--- src/rtl/rf_wb_arbiter.sv ---
// Register-file write-port arbiter: source 0 has strict priority, sources 1/2
// round-robin between themselves, with a starvation override that beats source 0.
module rf_wb_arbiter #(
  parameter int DW           = 32,
  parameter int AW           = 5,
  parameter int STARVE_LIMIT = 8
) (
  input  logic          clk,
  input  logic          reset,
  input  logic          req0_valid,
  input  logic [AW-1:0] req0_addr,
  input  logic [DW-1:0] req0_data,
  output logic          req0_ready,
  input  logic          req1_valid,
  input  logic [AW-1:0] req1_addr,
  input  logic [DW-1:0] req1_data,
  output logic          req1_ready,
  input  logic          req2_valid,
  input  logic [AW-1:0] req2_addr,
  input  logic [DW-1:0] req2_data,
  output logic          req2_ready,
  output logic          rf_wr,
  output logic [AW-1:0] rf_addr,
  output logic [DW-1:0] rf_data,
  output logic [1:0]    grant_id
);

  localparam logic [3:0] STARVE_MAX = 4'(STARVE_LIMIT);

  typedef enum logic [1:0] {
    SRC0     = 2'd0,
    SRC1     = 2'd1,
    SRC2     = 2'd2,
    SRC_NONE = 2'd3
  } src_e;

  // rr_prefer_2 == 0 means source 1 wins a 1-vs-2 tie
  logic          rr_prefer_2;
  logic [3:0]    starve_1;
  logic [3:0]    starve_2;
  logic          force_1;
  logic          force_2;
  src_e          grant;
  logic [AW-1:0] sel_addr;
  logic [DW-1:0] sel_data;

  assign force_1 = req1_valid && (starve_1 == STARVE_MAX);
  assign force_2 = req2_valid && (starve_2 == STARVE_MAX);

  always_comb begin
    grant = SRC_NONE;
    if (reset) begin
      if (force_1 && force_2)
        grant = rr_prefer_2 ? SRC2 : SRC1;
      else if (force_1)
        grant = SRC1;
      else if (force_2)
        grant = SRC2;
      else if (req0_valid)
        grant = SRC0;
      else if (req1_valid && req2_valid)
        grant = rr_prefer_2 ? SRC2 : SRC1;
      else if (req1_valid)
        grant = SRC1;
      else if (req2_valid)
        grant = SRC2;
    end
  end

  assign req0_ready = (grant == SRC0);
  assign req1_ready = (grant == SRC1);
  assign req2_ready = (grant == SRC2);

  always_comb begin
    sel_addr = '0;
    sel_data = '0;
    case (grant)
      SRC0: begin
        sel_addr = req0_addr;
        sel_data = req0_data;
      end
      SRC1: begin
        sel_addr = req1_addr;
        sel_data = req1_data;
      end
      SRC2: begin
        sel_addr = req2_addr;
        sel_data = req2_data;
      end
      default: begin
        sel_addr = '0;
        sel_data = '0;
      end
    endcase
  end

  always_ff @(posedge clk) begin
    if (!reset) begin
      rf_wr    <= 1'b0;
      rf_addr  <= '0;
      rf_data  <= '0;
      grant_id <= 2'b11;
    end else if (grant != SRC_NONE) begin
      // register 0 is hardwired: accept the request but suppress the write
      rf_wr    <= (sel_addr != '0);
      rf_addr  <= sel_addr;
      rf_data  <= sel_data;
      grant_id <= grant;
    end else begin
      rf_wr    <= 1'b0;
      grant_id <= 2'b11;
    end
  end

  always_ff @(posedge clk) begin
    if (!reset)
      rr_prefer_2 <= 1'b0;
    else if (grant == SRC1)
      rr_prefer_2 <= 1'b1;
    else if (grant == SRC2)
      rr_prefer_2 <= 1'b0;
  end

  always_ff @(posedge clk) begin
    if (!reset) begin
      starve_1 <= '0;
      starve_2 <= '0;
    end else begin
      if (!req1_valid || grant == SRC1)
        starve_1 <= '0;
      else if (starve_1 != STARVE_MAX)
        starve_1 <= starve_1 + 4'd1;

      if (!req2_valid || grant == SRC2)
        starve_2 <= '0;
      else if (starve_2 != STARVE_MAX)
        starve_2 <= starve_2 + 4'd1;
    end
  end

endmodule

--- config.mk ---
export PLATFORM = sky130hd
export DESIGN_NAME = rf_wb_arbiter
export DESIGN_NICKNAME = d
export VERILOG_FILES = /design/src/rtl/rf_wb_arbiter.sv
export SDC_FILE = /design/constraint.sdc
export NUM_CORES = 1
export LEC_CHECK = 0
export BUFFER_PORTS_ARGS = -buffer_cell sky130_fd_sc_hd__buf_2
export CORE_MARGIN = 2
export CORE_UTILIZATION = 42
export CTS_BUF_LIST = sky130_fd_sc_hd__clkbuf_4 sky130_fd_sc_hd__clkbuf_8 sky130_fd_sc_hd__clkbuf_16
export DETAILED_ROUTE_END_ITERATION = 8
export PLACE_DENSITY = 0.85
export SLEW_MARGIN = 20
export SYNTH_ARGS = -nofsm -noshare
export SYNTH_HDL_FRONTEND = slang
export SYNTH_SLANG_ARGS = --single-unit
export TNS_END_PERCENT = 10
--- constraint.sdc ---
create_clock -name clk -period 3.85 [get_ports clk]
set_clock_uncertainty 0.2 [all_clocks]
set_input_delay 0 -clock clk [delete_from_list [all_inputs] [get_ports clk]]
set_output_delay 0 -clock clk [all_outputs]
set_load 0.05 [all_outputs]
==> reports/results.ini <==
[status]
outcome=complete, no violations

[yosys]
synth_top_flop_cell=dfxtp_1
synth_edf_count=0
synth_xor_area_share_pct=1.47
synth_adder_area_share_pct=3.68
synth_compound_area_share_pct=31.2
ys_seq_area_share_pct=41.2
yosysUniqueCellTypes=37
synth_mux_area_share_pct=1.37
yosys.area_share.simple_pct=15.0
netlist_area_um2=2380
synth_cells=258
ys_warn_count=0
avgSynthCellArea_um2=9.22
ys_ff_latch=49
synth_top_family_by_area=compound AO/OA/AOI/OAI gates
synthArstFlopShare_pct=0
syn_nets=381

[sta]
hold_ws_ns=0.0401
worst_pin_slew_ns=0.464
slew_violations=0
min_period_ns=3.58
worst_slack_ns=0.266
maxSlewHeadroom_pct=69.0
fin_crit_sh_pct=93.1
tns_ns=0
rsz0062_at_grt=no
clock.fmax_mhz=279
setup_viol=0
finalHoldViolations=0

[drt]
dr_total_vias=3201
drc_errors=0
met3_length_um=850
wl_met2_um=4960
via_per_inst=5.67
wl_met1_um=3640
post_drt_wl_per_cell_um=17.6
antenna_left=0
wl_um=9960
top_layer_used=met4
drt_iter0_markers=224
drtPass1Iterations=5

[cts]
root_buffer=clkbuf_8
numCtsBuffers=5
cts_setup_buffers=0
path_clk_slew_ns=0.09
cts-htree-levels=2
insertion_delay_ns=0.30
cts_tree=built
clk_path_buf_depth=2
clock_sinks=49

[worst_setup_path]
end_kind=flop
startpoint_type=flop
critPathArrivalTime_ns=3.61
reg2reg_from=starve_1[0]
crit_end=rf_data[1]
critPathKind=reg -> reg
rr_endpoint=rf_data[1]
crit_path_max_fanout=32
r2r_setup_slack_ns=0.27
critical_path_required_ns=3.88
ff2ff_path_depth=13
startpoint=starve_1[0]

[floorplanning]
die_h_um=79.3
die_x_um=79.3
die-area_um2=6280
start_util_pct=43.5
core_area_um2=5470
pin_count=159
num_rows=27

[global_routing]
grt_pass1_wl_um=15400
first_global_vias=3136
grt.total_usage_pct=31.3
grt_max_degree=33
grt-ovfl-total=0
antenna_found_initial=0

[pwr]
ir_worst_vdd_uv=246
swShare_pct=32.0
cellLeakagePower_nw=2.00
p_comb_share_pct=32.6
power_mw=1.41
clkPwrFrac_pct=27.4
intPower_mw=0.957
netSwitchingPower_mw=0.451
p_per_area_nw_per_um2=338
seqPwrFrac_pct=40.0

[place]
dpl_worst_slack_ns=0.828
routabilityCongestion=0.785
hpwl_um=5590
portBuffers=158

[flow_run]
max-cap-violations=0

[cells_and_area]
final_common_cell=buf_2
fin_nets=615
area_delta_synth_final_pct=75.2
diodes=0
most-common-layout-cells=buf_2, dlygate4sd3_1, dfxtp_1, nor2_1, a22oi_1
drive_above_1_share_pct=36.3

[worst_hold_path]
worstHoldStart=req0_valid
min_path_type=in -> reg

==> cells in the mapped netlist, types with 3 or more instances <==
| master | number | area share, % |
|---|---|---|
| inv_1 | 4 | 0.63 |
| clkbuf_1 | 11 | 1.7 |
| nor2b_1 | 3 | 0.79 |
| nand2_1 | 17 | 2.7 |
| and2_1 | 3 | 0.79 |
| ha_1 | 7 | 3.7 |
| buf_2 | 4 | 0.84 |
| nand3b_1 | 3 | 0.95 |
| nor2_1 | 41 | 6.5 |
| a221o_1 | 32 | 13 |
| a21boi_0 | 3 | 0.95 |
| buf_1 | 3 | 0.47 |
| dfxtp_1 | 49 | 41 |
| buf_8 | 3 | 1.9 |
| nand3_1 | 4 | 0.84 |
| o21ai_0 | 7 | 1.5 |
| a21oi_1 | 5 | 1.1 |
| a22oi_1 | 35 | 11 |
==> flip-flops by register name, summed over array words and instances (netlist names) <==
signal,count
rf_addr,5
starve_2,4
rr_prefer_2,1
rf_wr,1
grant_id,2
starve_1,4
rf_data,32
==> cell type report <==
cell class | count | area, µm²
fill | 380 | 1300
clock inverter | 1 | 30.0
sequential | 49 | 981
inverter | 4 | 15.0
tap | 72 | 90.1
clock buffer | 7 | 90.1
timing repair buffer | 249 | 1690
multi-input combinational | 183 | 1270
==> worst min path at each step <==
stage / end / slack, ns / cells past startpoint
after floorplan: rf_data[0] / -0.06 / 1
after global placement: rf_data[30] / 0.02 / 2
after detailed placement: rf_data[17] / 0.03 / 2
after CTS: grant_id[1] / 0.03 / 4
after global routing: grant_id[1] / 0.10 / 4
final: grant_id[1] / 0.04 / 4
==> worst max-delay path, cell delays in order, from the launching register on <==
cell and delay [ns]:
dfxtp_1 0.37, inv_1 0.08, ha_1 0.22, and4b_1 0.27, nor2b_1 0.15, o22ai_1 0.22
nand2_1 0.12, ha_1 0.23, nor2b_2 0.23, o21a_1 0.18, and2_1 0.16, buf_6 0.27
a221o_1 0.21, dlygate4sd3_1 0.61
==> power by group through the flow <==
stage	combinational [mW]	clock [mW]	sequential (mW)
finish	0.460	0.385	0.563
global route	0.486	0.411	0.566
CTS	0.437	0.393	0.560
detailed placement	0.353	0	0.572
global placement	0.350	0	0.571
floorplan	0.124	0	0.682
==> metal layers <==
metal  vias up  GRT usage (%)
met5         -              0
met4         0           15.2
met3        50           8.75
met2       221           55.3
met1      1493           34.4
li1       1437              -
==> metrics by stage <==
step | util, % | instance area (µm²) | cells
2_1_floorplan | - | 2380 | 258
3_3_place_gp | 57.9 | 3170 | 471
3_5_place_dp | 57.9 | 3170 | 471
4_1_cts | 75.8 | 4150 | 565
5_1_grt | 76.2 | 4170 | 565
6_report | 76.2 | 4170 | 565
==> logic make-up (layout without fill, tap and decap cells) <==
group,after synthesis,after routing
DFF,49,49
buffers and inverters,26,261
xor gates and xnor gates,4,4
adders and majority gates,7,7
and+or+nand+nor,79,79
muxes,3,3
AOI/OAI and AO/OA,90,90
==> repair_timing <==
action	CTS	global route
endpoints found under the hold margin	49	0
endpoints found under the setup margin	0	17
resized for setup	0	5
hold buffers	86	0
(Power assumes the default switching activity.)
